--- src/rtl/multicycle_ctrl_pkg.sv ---
// Shared signal definitions for the multicycle controller and the ALU.
// Holds state codes, ALUOp codes, opcode/funct constants, the ALUSrcB and
// PCSource select encodings, and the DECODE dispatch helper.
package multicycle_ctrl_pkg;

    typedef enum logic [3:0] {
        S_IDLE   = 4'd0,
        S_FETCH  = 4'd1,
        S_DECODE = 4'd2,
        S_MEMADR = 4'd3,
        S_MEMRD  = 4'd4,
        S_MEMWB  = 4'd5,
        S_MEMWR  = 4'd6,
        S_EXEC   = 4'd7,
        S_RWB    = 4'd8,
        S_BRANCH = 4'd9,
        S_JUMP   = 4'd10,
        S_TRAP   = 4'd11
    } state_t;

    typedef enum logic [4:0] {
        ALU_ADD = 5'd0,
        ALU_SUB = 5'd1,
        ALU_AND = 5'd2,
        ALU_OR  = 5'd3,
        ALU_SLT = 5'd4,
        ALU_SLL = 5'd5,
        ALU_SRL = 5'd6,
        ALU_LUI = 5'd7
    } alu_op_t;

    localparam logic [5:0] OP_RTYPE = 6'b000000;
    localparam logic [5:0] OP_J     = 6'b000010;
    localparam logic [5:0] OP_BEQ   = 6'b000100;
    localparam logic [5:0] OP_ADDI  = 6'b001000;
    localparam logic [5:0] OP_ORI   = 6'b001101;
    localparam logic [5:0] OP_LUI   = 6'b001111;
    localparam logic [5:0] OP_LW    = 6'b100011;
    localparam logic [5:0] OP_SW    = 6'b101011;

    localparam logic [5:0] FN_ADD = 6'b100001;
    localparam logic [5:0] FN_SUB = 6'b100011;
    localparam logic [5:0] FN_AND = 6'b100100;
    localparam logic [5:0] FN_OR  = 6'b100101;
    localparam logic [5:0] FN_SLT = 6'b101010;
    localparam logic [5:0] FN_SLL = 6'b000000;
    localparam logic [5:0] FN_SRL = 6'b000010;

    localparam logic [1:0] SRCB_B      = 2'd0;
    localparam logic [1:0] SRCB_FOUR   = 2'd1;
    localparam logic [1:0] SRCB_IMM    = 2'd2;
    localparam logic [1:0] SRCB_IMM_SH = 2'd3;

    localparam logic [1:0] PCSRC_ALU    = 2'd0;
    localparam logic [1:0] PCSRC_ALUOUT = 2'd1;
    localparam logic [1:0] PCSRC_JUMP   = 2'd2;

    // State that DECODE dispatches to for a given opcode.
    function automatic state_t dispatch(input logic [5:0] op);
        state_t s;
        case (op)
            OP_LW, OP_SW:                      s = S_MEMADR;
            OP_RTYPE, OP_ADDI, OP_ORI, OP_LUI: s = S_EXEC;
            OP_BEQ:                            s = S_BRANCH;
            OP_J:                              s = S_JUMP;
            default:                           s = S_TRAP;
        endcase
        return s;
    endfunction

endpackage

--- src/rtl/multicycle_ctrl_if.sv ---
// Controller <-> datapath/memory bundle.
//   master : the controller (reads OpCode/Funct/Zero/MemReady, drives
//            enables, selects, ALUOp, State, Retire, Halted)
//   slave  : the datapath side (mirror directions)
interface multicycle_ctrl_if;
    logic [5:0] OpCode;
    logic [5:0] Funct;
    logic       Zero;
    logic       MemReady;

    logic       PCWrite;
    logic       PCWriteCond;
    logic       IorD;
    logic       MemRead;
    logic       MemWrite;
    logic       IRWrite;
    logic       Mem2Reg;
    logic       RegDst;
    logic       RegWrite;
    logic       ALUSrcA;
    logic       ExtOp;
    logic [1:0] ALUSrcB;
    logic [1:0] PCSource;
    logic [4:0] ALUOp;
    logic [3:0] State;
    logic       Retire;
    logic       Halted;

    modport master (
        input  OpCode, Funct, Zero, MemReady,
        output PCWrite, PCWriteCond, IorD, MemRead, MemWrite, IRWrite,
               Mem2Reg, RegDst, RegWrite, ALUSrcA, ExtOp, ALUSrcB,
               PCSource, ALUOp, State, Retire, Halted
    );

    modport slave (
        output OpCode, Funct, Zero, MemReady,
        input  PCWrite, PCWriteCond, IorD, MemRead, MemWrite, IRWrite,
               Mem2Reg, RegDst, RegWrite, ALUSrcA, ExtOp, ALUSrcB,
               PCSource, ALUOp, State, Retire, Halted
    );
endinterface

--- src/rtl/multicycle_ctrl_alu_op_decode.sv ---
// Combinational EXEC-stage operation decode.
//   op      : instruction opcode (latched in DECODE)
//   funct   : instruction funct field
//   alu_op  : ALU operation code
//   ext_op  : 1 = sign-extend immediate, 0 = zero-extend
//   illegal : opcode/funct combination not executable in EXEC
module alu_op_decode
    import multicycle_ctrl_pkg::*;
(
    input  logic [5:0] op,
    input  logic [5:0] funct,
    output alu_op_t    alu_op,
    output logic       ext_op,
    output logic       illegal
);
    always_comb begin
        alu_op  = ALU_ADD;
        ext_op  = 1'b0;
        illegal = 1'b0;
        case (op)
            OP_RTYPE: begin
                case (funct)
                    FN_ADD:  alu_op = ALU_ADD;
                    FN_SUB:  alu_op = ALU_SUB;
                    FN_AND:  alu_op = ALU_AND;
                    FN_OR:   alu_op = ALU_OR;
                    FN_SLT:  alu_op = ALU_SLT;
                    FN_SLL:  alu_op = ALU_SLL;
                    FN_SRL:  alu_op = ALU_SRL;
                    default: illegal = 1'b1;
                endcase
            end
            OP_ADDI: begin
                alu_op = ALU_ADD;
                ext_op = 1'b1;
            end
            OP_ORI:  alu_op = ALU_OR;
            OP_LUI:  alu_op = ALU_LUI;
            default: illegal = 1'b1;
        endcase
    end
endmodule

--- src/rtl/multicycle_ctrl.sv ---
// Multicycle MIPS-subset control FSM.
//   CLK : clock, all state changes on rising edge
//   RST : asynchronous active-high reset to IDLE
//   bus : multicycle_ctrl_if master modport (opcode/funct/status in,
//         datapath enables/selects, ALUOp, State, Retire, Halted out)
module multicycle_ctrl
    import multicycle_ctrl_pkg::*;
(
    input  logic              CLK,
    input  logic              RST,
    multicycle_ctrl_if.master bus
);
    state_t     state;
    state_t     state_nxt;
    logic [5:0] op_q;
    alu_op_t    dec_alu_op;
    logic       dec_ext_op;
    logic       dec_illegal;

    // Branch PC gating on Zero happens in the datapath, not here.
    logic zero_unused;
    assign zero_unused = bus.Zero;

    alu_op_decode u_alu_op_decode (
        .op      (op_q),
        .funct   (bus.Funct),
        .alu_op  (dec_alu_op),
        .ext_op  (dec_ext_op),
        .illegal (dec_illegal)
    );

    // Opcode is captured in DECODE so later states ignore changes on OpCode.
    always_ff @(posedge CLK or posedge RST) begin
        if (RST) begin
            state <= S_IDLE;
            op_q  <= '0;
        end else begin
            state <= state_nxt;
            if (state == S_DECODE)
                op_q <= bus.OpCode;
        end
    end

    always_comb begin
        state_nxt       = state;
        bus.PCWrite     = 1'b0;
        bus.PCWriteCond = 1'b0;
        bus.IorD        = 1'b0;
        bus.MemRead     = 1'b0;
        bus.MemWrite    = 1'b0;
        bus.IRWrite     = 1'b0;
        bus.Mem2Reg     = 1'b0;
        bus.RegDst      = 1'b0;
        bus.RegWrite    = 1'b0;
        bus.ALUSrcA     = 1'b0;
        bus.ExtOp       = 1'b0;
        bus.ALUSrcB     = '0;
        bus.PCSource    = '0;
        bus.ALUOp       = '0;
        bus.Retire      = 1'b0;
        bus.Halted      = 1'b0;
        bus.State       = state;

        case (state)
            S_IDLE: state_nxt = S_FETCH;
            S_FETCH: begin
                bus.MemRead = 1'b1;
                bus.ALUSrcB = SRCB_FOUR;
                bus.ALUOp   = ALU_ADD;
                if (bus.MemReady) begin
                    bus.IRWrite  = 1'b1;
                    bus.PCWrite  = 1'b1;
                    bus.PCSource = PCSRC_ALU;
                    state_nxt    = S_DECODE;
                end
            end
            S_DECODE: begin
                bus.ALUSrcB = SRCB_IMM_SH;
                bus.ExtOp   = 1'b1;
                bus.ALUOp   = ALU_ADD;
                state_nxt   = dispatch(bus.OpCode);
            end
            S_MEMADR: begin
                bus.ALUSrcA = 1'b1;
                bus.ALUSrcB = SRCB_IMM;
                bus.ExtOp   = 1'b1;
                bus.ALUOp   = ALU_ADD;
                state_nxt   = (op_q == OP_SW) ? S_MEMWR : S_MEMRD;
            end
            S_MEMRD: begin
                bus.MemRead = 1'b1;
                bus.IorD    = 1'b1;
                if (bus.MemReady)
                    state_nxt = S_MEMWB;
            end
            S_MEMWB: begin
                bus.RegWrite = 1'b1;
                bus.Mem2Reg  = 1'b1;
                bus.Retire   = 1'b1;
                state_nxt    = S_FETCH;
            end
            S_MEMWR: begin
                bus.MemWrite = 1'b1;
                bus.IorD     = 1'b1;
                if (bus.MemReady) begin
                    bus.Retire = 1'b1;
                    state_nxt  = S_FETCH;
                end
            end
            S_EXEC: begin
                bus.ALUSrcA = 1'b1;
                bus.ALUSrcB = (op_q == OP_RTYPE) ? SRCB_B : SRCB_IMM;
                bus.ALUOp   = dec_alu_op;
                bus.ExtOp   = dec_ext_op;
                state_nxt   = dec_illegal ? S_TRAP : S_RWB;
            end
            S_RWB: begin
                bus.RegWrite = 1'b1;
                bus.RegDst   = (op_q == OP_RTYPE);
                bus.Retire   = 1'b1;
                state_nxt    = S_FETCH;
            end
            S_BRANCH: begin
                bus.ALUSrcA     = 1'b1;
                bus.ALUSrcB     = SRCB_B;
                bus.ALUOp       = ALU_SUB;
                bus.PCWriteCond = 1'b1;
                bus.PCSource    = PCSRC_ALUOUT;
                bus.Retire      = 1'b1;
                state_nxt       = S_FETCH;
            end
            S_JUMP: begin
                bus.PCWrite  = 1'b1;
                bus.PCSource = PCSRC_JUMP;
                bus.Retire   = 1'b1;
                state_nxt    = S_FETCH;
            end
            S_TRAP: bus.Halted = 1'b1;
            default: state_nxt = S_IDLE;
        endcase
    end
endmodule

--- src/flat_wrapper.sv ---
// flat-port wrapper written by rule: the top's interface ports become plain ports
module multicycle_ctrl_flat import multicycle_ctrl_pkg::*;
  (CLK, RST, bus_OpCode, bus_Funct, bus_Zero, bus_MemReady, bus_PCWrite, bus_PCWriteCond, bus_IorD, bus_MemRead, bus_MemWrite, bus_IRWrite, bus_Mem2Reg, bus_RegDst, bus_RegWrite, bus_ALUSrcA, bus_ExtOp, bus_ALUSrcB, bus_PCSource, bus_ALUOp, bus_State, bus_Retire, bus_Halted);
  multicycle_ctrl_if bus_i ();
  input  logic CLK;
  input  logic RST;
  input wire logic [$bits(bus_i.OpCode)-1:0] bus_OpCode;
  input wire logic [$bits(bus_i.Funct)-1:0] bus_Funct;
  input wire logic [$bits(bus_i.Zero)-1:0] bus_Zero;
  input wire logic [$bits(bus_i.MemReady)-1:0] bus_MemReady;
  output wire logic [$bits(bus_i.PCWrite)-1:0] bus_PCWrite;
  output wire logic [$bits(bus_i.PCWriteCond)-1:0] bus_PCWriteCond;
  output wire logic [$bits(bus_i.IorD)-1:0] bus_IorD;
  output wire logic [$bits(bus_i.MemRead)-1:0] bus_MemRead;
  output wire logic [$bits(bus_i.MemWrite)-1:0] bus_MemWrite;
  output wire logic [$bits(bus_i.IRWrite)-1:0] bus_IRWrite;
  output wire logic [$bits(bus_i.Mem2Reg)-1:0] bus_Mem2Reg;
  output wire logic [$bits(bus_i.RegDst)-1:0] bus_RegDst;
  output wire logic [$bits(bus_i.RegWrite)-1:0] bus_RegWrite;
  output wire logic [$bits(bus_i.ALUSrcA)-1:0] bus_ALUSrcA;
  output wire logic [$bits(bus_i.ExtOp)-1:0] bus_ExtOp;
  output wire logic [$bits(bus_i.ALUSrcB)-1:0] bus_ALUSrcB;
  output wire logic [$bits(bus_i.PCSource)-1:0] bus_PCSource;
  output wire logic [$bits(bus_i.ALUOp)-1:0] bus_ALUOp;
  output wire logic [$bits(bus_i.State)-1:0] bus_State;
  output wire logic [$bits(bus_i.Retire)-1:0] bus_Retire;
  output wire logic [$bits(bus_i.Halted)-1:0] bus_Halted;
  assign bus_i.OpCode = bus_OpCode;
  assign bus_i.Funct = bus_Funct;
  assign bus_i.Zero = bus_Zero;
  assign bus_i.MemReady = bus_MemReady;
  assign bus_PCWrite = bus_i.PCWrite;
  assign bus_PCWriteCond = bus_i.PCWriteCond;
  assign bus_IorD = bus_i.IorD;
  assign bus_MemRead = bus_i.MemRead;
  assign bus_MemWrite = bus_i.MemWrite;
  assign bus_IRWrite = bus_i.IRWrite;
  assign bus_Mem2Reg = bus_i.Mem2Reg;
  assign bus_RegDst = bus_i.RegDst;
  assign bus_RegWrite = bus_i.RegWrite;
  assign bus_ALUSrcA = bus_i.ALUSrcA;
  assign bus_ExtOp = bus_i.ExtOp;
  assign bus_ALUSrcB = bus_i.ALUSrcB;
  assign bus_PCSource = bus_i.PCSource;
  assign bus_ALUOp = bus_i.ALUOp;
  assign bus_State = bus_i.State;
  assign bus_Retire = bus_i.Retire;
  assign bus_Halted = bus_i.Halted;
  multicycle_ctrl u_core (.CLK(CLK), .RST(RST), .bus(bus_i));
endmodule
--- config.mk ---
export PLATFORM = sky130hd
export DESIGN_NAME = multicycle_ctrl_flat
export DESIGN_NICKNAME = d
export VERILOG_FILES = /design/src/rtl/multicycle_ctrl_pkg.sv /design/src/rtl/multicycle_ctrl_if.sv /design/src/rtl/multicycle_ctrl_alu_op_decode.sv /design/src/rtl/multicycle_ctrl.sv /design/src/flat_wrapper.sv
export SDC_FILE = /design/constraint.sdc
export NUM_CORES = 1
export LEC_CHECK = 0
export CAP_MARGIN = 30
export CELL_PAD_IN_SITES_DETAIL_PLACEMENT = 1
export CELL_PAD_IN_SITES_GLOBAL_PLACEMENT = 1
export CORE_ASPECT_RATIO = 1.75
export CORE_UTILIZATION = 33
export CTS_BUF_LIST = sky130_fd_sc_hd__clkbuf_16
export CTS_CLUSTER_DIAMETER = 30
export DETAILED_ROUTE_END_ITERATION = 12
export PLACE_DENSITY = 0.91
export SETUP_SLACK_MARGIN = 0.1
export SLEW_MARGIN = 10
export SYNTH_ARGS = -nofsm -noshare
export SYNTH_HDL_FRONTEND = slang
export SYNTH_SLANG_ARGS = --single-unit
--- constraint.sdc ---
create_clock -name CLK -period 6.6 [get_ports CLK]
set_clock_uncertainty 0.2 [all_clocks]
set_input_delay 1.65 -clock CLK [delete_from_list [all_inputs] [get_ports CLK]]
set_output_delay 1.65 -clock CLK [all_outputs]
set_load 0.05 [all_outputs]
==> impl_metrics.toml, run 1 <==
[logic_synthesis]
muxShareOfSynthArea_pct = 7.40
ys_types = 48
ys.warnings.count = 0
synth-adder-area-share_pct = 0
netlist_area_um2 = 1050
yosysMostFrequentCell = "nor2_1"
yosysSeqAreaShare_pct = 23.9
synth_top_cell_area_share_pct = 23.9
synth.largest_area_cell = "dfrtp_1"
synth_top_cells_by_area = "dfrtp_1, mux2_2, nor2_1"
synth_edf_count = 0
synth_area_per_cell_um2 = 8.00
synth_top_family_by_area = "simple AND/OR/NAND/NOR gates"
async_flop_share_pct = 100
synth_cells = 131
synth-seq-cells = 10
synth_ff_type = "dfrtp_1"
synthTopCellsByCount = "nor2_1, a21oi_1, dfrtp_1"
synthSimpleGateAreaFrac_pct = 34.7
synthXorXnorAreaFrac_pct = 1.67
synth_compound_area_share_pct = 24.2

[clock_tree]
cts_num_sinks = 10
htree_levels = 1
cts_setup_buffers = 0
cts_resized = 0
cts_buffer_depth = 2
cts_root_buffer = "clkbuf_16"
cts_tree = "done"
clk_pin_slew_worst_paths_ns = 0.04
numCtsBuffers = 3
cts-hold-fix-buffers = 0
clk_latency_ns = 0.24

[global_routing]
grt_max_degree = 20
grt_first_pass_wirelength_um = 5570
grt_pass1_vias = 1200
antenna_found_initial = 0
gr-total-overflow = 0
grt_use_total_pct = 20.9

[setup_path]
crit_fanout = 7
endpoint_kind = "primary output"
path_class = "in -> out"
r2r_end = "u_core.op_q[5]"
startpoint_type = "input port"
cp.arrival_ns = 4.00
r2r_start = "u_core.bus.State[0]"
reg2reg_slack_ns = 4.48
reg2regPathDepth = 3
cp_data_required_time_ns = 4.75

[sta]
rsz0062_at_grt = "false"
finalSetupTns_ns = 0
tightestPinTransition_ns = 0.592
period_needed_ns = 5.85
hold-worst-slack_ns = 0.373
finalSetupViolCount = 0
final_max_slew_viol_count = 0
timing.fmax_ghz = 0.171
slew_headroom_pct = 60.3
hold_viol_final = 0
min_period_over_period_pct = 88.7

[route]
routedWlPerCell_um = 16.0
drc_errors = 0
via_per_inst = 5.62
totalWireLength_um = 3290
ant_nets = 0
first_iter_violations = 29
via_count = 1153
first_pass_iters = 4

[run]
drv_cap = 0

[worst_hold_path]
min_path_type = "reg -> reg"
min_from = "u_core.op_q[4]"
hold_depth = 1
min_delay_worst_endpoint = "u_core.op_q[4]"

[power_and_ir_drop]
powerDensity_nw_per_um2 = 476
peakVddDrop_mv = 0.274
leakagePower_nw = 0.530

[final_layout]
nFillCells = 356
finalNetCount = 180
drive_above_1_share_pct = 11.7
final_util_pct = 50.2
area_growth_pct = 41.8
diodes = 0
fin_cells = 205

[die]
die_w_um = 44.6
dieArea_um2 = 3420
initial_core_util_pct = 35.4
die_h_um = 76.6
core_um2 = 2960
ios = 42
fp-row-count = 26

[placement]
place_congestion = 0.845
io_buffers = 38
dp_hpwl_um = 2520
place_inst = 201

[run_status]
status = "finished clean"
-- sequential cells by signal (all words and copies together) (netlist names) --
| signal | flops |
|---|---|
| u_core.bus.State | 4 |
| u_core.op_q | 6 |
-- cells in the final DEF (no fill, tap or decap), drive strengths merged, types with 3 or more instances in the layout --
cell | Yosys | routed
nor2b | 4 | 4
or3 | 3 | 3
a21oi | 11 | 11
clkdlybuf4s50 | 0 | 38
nor2 | 15 | 15
nor4b | 3 | 3
clkbuf | 3 | 3
nand2 | 6 | 6
nand2b | 6 | 6
o21ai | 7 | 7
nand3 | 6 | 6
dfrtp | 10 | 10
mux2 | 6 | 6
nor3 | 7 | 7
a211oi | 4 | 4
-- stage by stage --
| step | area [um2] | setup WS, ns | power [mW] |
|---|---|---|---|
| 3_3_place_gp | 1410 | 0.790 | 0.585 |
| 4_1_cts | 1490 | 0.732 | 0.710 |
| 2_1_floorplan | 1050 | 0.964 | 0.472 |
| 3_5_place_dp | 1410 | 0.744 | 0.599 |
| 6_report | 1490 | 0.747 | 0.707 |
| 5_1_grt | 1490 | 0.622 | 0.746 |
-- cell families (layout without fill, tap and decap cells) --
kind of cell           Yosys count  in the layout
AND/OR/NAND/NOR                 62             62
AO/OA/AOI/OAI                   37             37
buffers and inverters           12             43
flip-flops                      10             10
multiplexers                     7              7
XOR/XNOR                         2              2
other                            1              2
-- metal layers --
metal / track usage [%] / wire [um] / part of all wire [%] / up-vias
met5: 0 / 0 / 0 / -
met4: 5.76 / 44 / 1.3 / 0
met3: 1.42 / 120 / 3.6 / 5
met2: 39.7 / 1930 / 59 / 36
met1: 23.3 / 1200 / 36 / 561
li1: - / - / - / 551
-- how the worst max path moves through the flow --
stage	cells past startpoint	end	start
after detailed placement	6	bus_ALUOp[1]	bus_Funct[0]
after global routing	6	bus_ALUOp[1]	bus_Funct[0]
after CTS	6	bus_ALUOp[1]	bus_Funct[0]
after floorplan	2	bus_PCWrite	bus_MemReady
final	6	bus_ALUOp[1]	bus_Funct[0]
after global placement	6	bus_ALUOp[1]	bus_Funct[3]
-- report_power, final --
| part | switching (mW) | leakage [nW] | internal, mW |
|---|---|---|---|
| Combinational | 0.274 | 0.370 | 0.165 |
| Sequential | 0.0713 | 0.121 | 0.0900 |
| Clock | 0.0278 | 0.0385 | 0.0794 |
| Total | 0.373 | 0.530 | 0.334 |
-- final cells by class --
class                   instances  area (um2)  share of cell area [%]
multi-input cells             110         721                    48.5
repair buffers                 38         380                    25.6
flip-flops and latches         10         250                    16.8
clock buffers                   3        75.1                    5.05
well taps                      42        52.6                    3.54
clock inverters                 1        3.75                   0.253
inverters                       1        3.75                   0.253
-- critical path: stages --
cell and delay, ns:
clkdlybuf4s50_1 0.54, or4_4 0.59, o31ai_1 0.11, o211ai_1 0.13, a21oi_1 0.17, clkdlybuf4s50_1 0.82
Note: power is estimated with default switching activity, not from simulation.
==> run 2, diff against run 1 <==
CAP_MARGIN = 20   (was 30)
CTS_CLUSTER_SIZE = 10   (was not set)
==> results of run 2 <==
The final DEF is identical to that of run 1; final timing and power are the same.
==> run 3, diff against run 2 <==
CORE_UTILIZATION = 27   (was 33)
PLACE_DENSITY = 0.81   (was 0.91)
clock period = 4.7 ns   (was 6.6 ns; I/O delays follow)
==> impl_metrics.toml, run 3 (synthesis results as in run 1) <==
[route]
via_count = 1118
ant_nets = 0
first_pass_iters = 4
first_iter_violations = 16
routedWlPerCell_um = 15.1
via_per_inst = 5.35
totalWireLength_um = 3170
drc_errors = 0

[final_layout]
fin_cells = 209
largest_reg_flops = 6
area_growth_pct = 44.3
final_util_pct = 41.3
drive_above_1_share_pct = 14.7
diodes = 0
layout_common_cells = "clkdlybuf4s50_1, nor2_1, a21oi_1"
mostFrequentLayoutCell = "clkdlybuf4s50_1"
design_area_um2 = 1510
finalNetCount = 180
largest_register = "u_core.op_q"

[setup_path]
endpoint_kind = "primary output"
r2r_end = "u_core.op_q[3]"
reg2reg_slack_ns = 2.59
crit_fanout = 7
startpoint_type = "input port"
r2r_start = "u_core.bus.State[0]"
cp.arrival_ns = 2.96
reg2regPathDepth = 3
cp_data_required_time_ns = 3.32
path_class = "in -> out"

[die]
core_um2 = 3660
initial_core_util_pct = 28.6
fp-row-count = 29
ios = 42
die_h_um = 84.4
die_w_um = 49.1
dieArea_um2 = 4150

[clock_tree]
cts_resized = 0
cts_num_sinks = 10
clk_latency_ns = 0.24
htree_levels = 1
cts_root_buffer = "clkbuf_16"
numCtsBuffers = 3
clk_pin_slew_worst_paths_ns = 0.04
cts-hold-fix-buffers = 0
cts_tree = "done"
cts_buffer_depth = 2
cts_setup_buffers = 0

[global_routing]
gr-total-overflow = 0
grt_max_degree = 20
antenna_found_initial = 0
grt_first_pass_wirelength_um = 5150
grt_use_total_pct = 15.8
grt_pass1_vias = 1103

[worst_hold_path]
hold_depth = 1
min_path_type = "reg -> reg"
min_delay_worst_endpoint = "u_core.op_q[4]"
min_from = "u_core.op_q[4]"

[sta]
hold-worst-slack_ns = 0.373
tightestPinTransition_ns = 0.590
timing.fmax_ghz = 0.231
final_max_slew_viol_count = 0
min_period_over_period_pct = 92.3
rsz0062_at_grt = "false"
hold_viol_final = 0
finalSetupTns_ns = 0
finalSetupViolCount = 0
slew_headroom_pct = 60.7
period_needed_ns = 4.34

[power_and_ir_drop]
peakVddDrop_mv = 0.254
leakagePower_nw = 0.545
p_comb_share_pct = 62.2
power_switching_mw = 0.524
clkPwrFrac_pct = 15.4
seqPwrFrac_pct = 22.4
powerDensity_nw_per_um2 = 659
swShare_pct = 52.6
p_int_mw = 0.473

[placement]
io_buffers = 38
place_inst = 205
dp_hpwl_um = 2510
place_congestion = 0.782
place_area_um2 = 1430

[run]
drv_cap = 0

[run_status]
status = "finished clean"
-- run 3: critical path: stages --
cell and delay (ns):
clkdlybuf4s50_1 0.54, or4_4 0.57, o31ai_1 0.11, o221ai_1 0.17
o21ai_1 0.24, buf_12 0.17
-- run 3: power by group through the flow --
stage	Combinational, mW	Clock, mW	Sequential (mW)
global placement	0.612	0	0.219
global route	0.654	0.160	0.236
detailed placement	0.623	0	0.222
CTS	0.625	0.154	0.222
finish	0.620	0.153	0.224
floorplan	0.450	0	0.215
-- run 3: how the worst max path moves through the flow --
stage	cells after the start	startpoint	slack [ns]	end
final	6	bus_Funct[3]	0.36	bus_ALUOp[0]
after global routing	6	bus_Funct[0]	0.28	bus_ALUOp[1]
after CTS	6	bus_Funct[3]	0.35	bus_ALUOp[1]
after detailed placement	6	bus_Funct[3]	0.36	bus_ALUOp[0]
after global placement	6	bus_Funct[3]	0.38	bus_ALUOp[0]
after floorplan	3	u_core.bus.State[3]	0.49	bus_RegDst
-- run 3: through the flow --
step / setup WS (ns) / total power, mW
global route: 0.281 / 1.05
CTS: 0.352 / 1.00
finish: 0.363 / 0.996
global placement: 0.379 / 0.831
detailed placement: 0.356 / 0.846
floorplan: 0.494 / 0.665
-- run 3: routing by layer --
metal	part of all wire, %	routed length, um	vias to the layer above	track usage, %
met4	1.9	59	0	7.49
li1	-	-	552	-
met3	3.8	120	7	2.90
met1	40	1250	534	16.2
met2	55	1730	25	29.5
met5	0	0	-	0
-- run 3: area by class of cell --
class	instances	area, um2
Fill cell	430	2150
Multi-Input combinational cell	110	727
Timing Repair Buffer	38	395
Sequential cell	10	250
Clock buffer	3	75.1
Tap cell	46	57.6
Clock inverter	1	3.75
Inverter	1	3.75
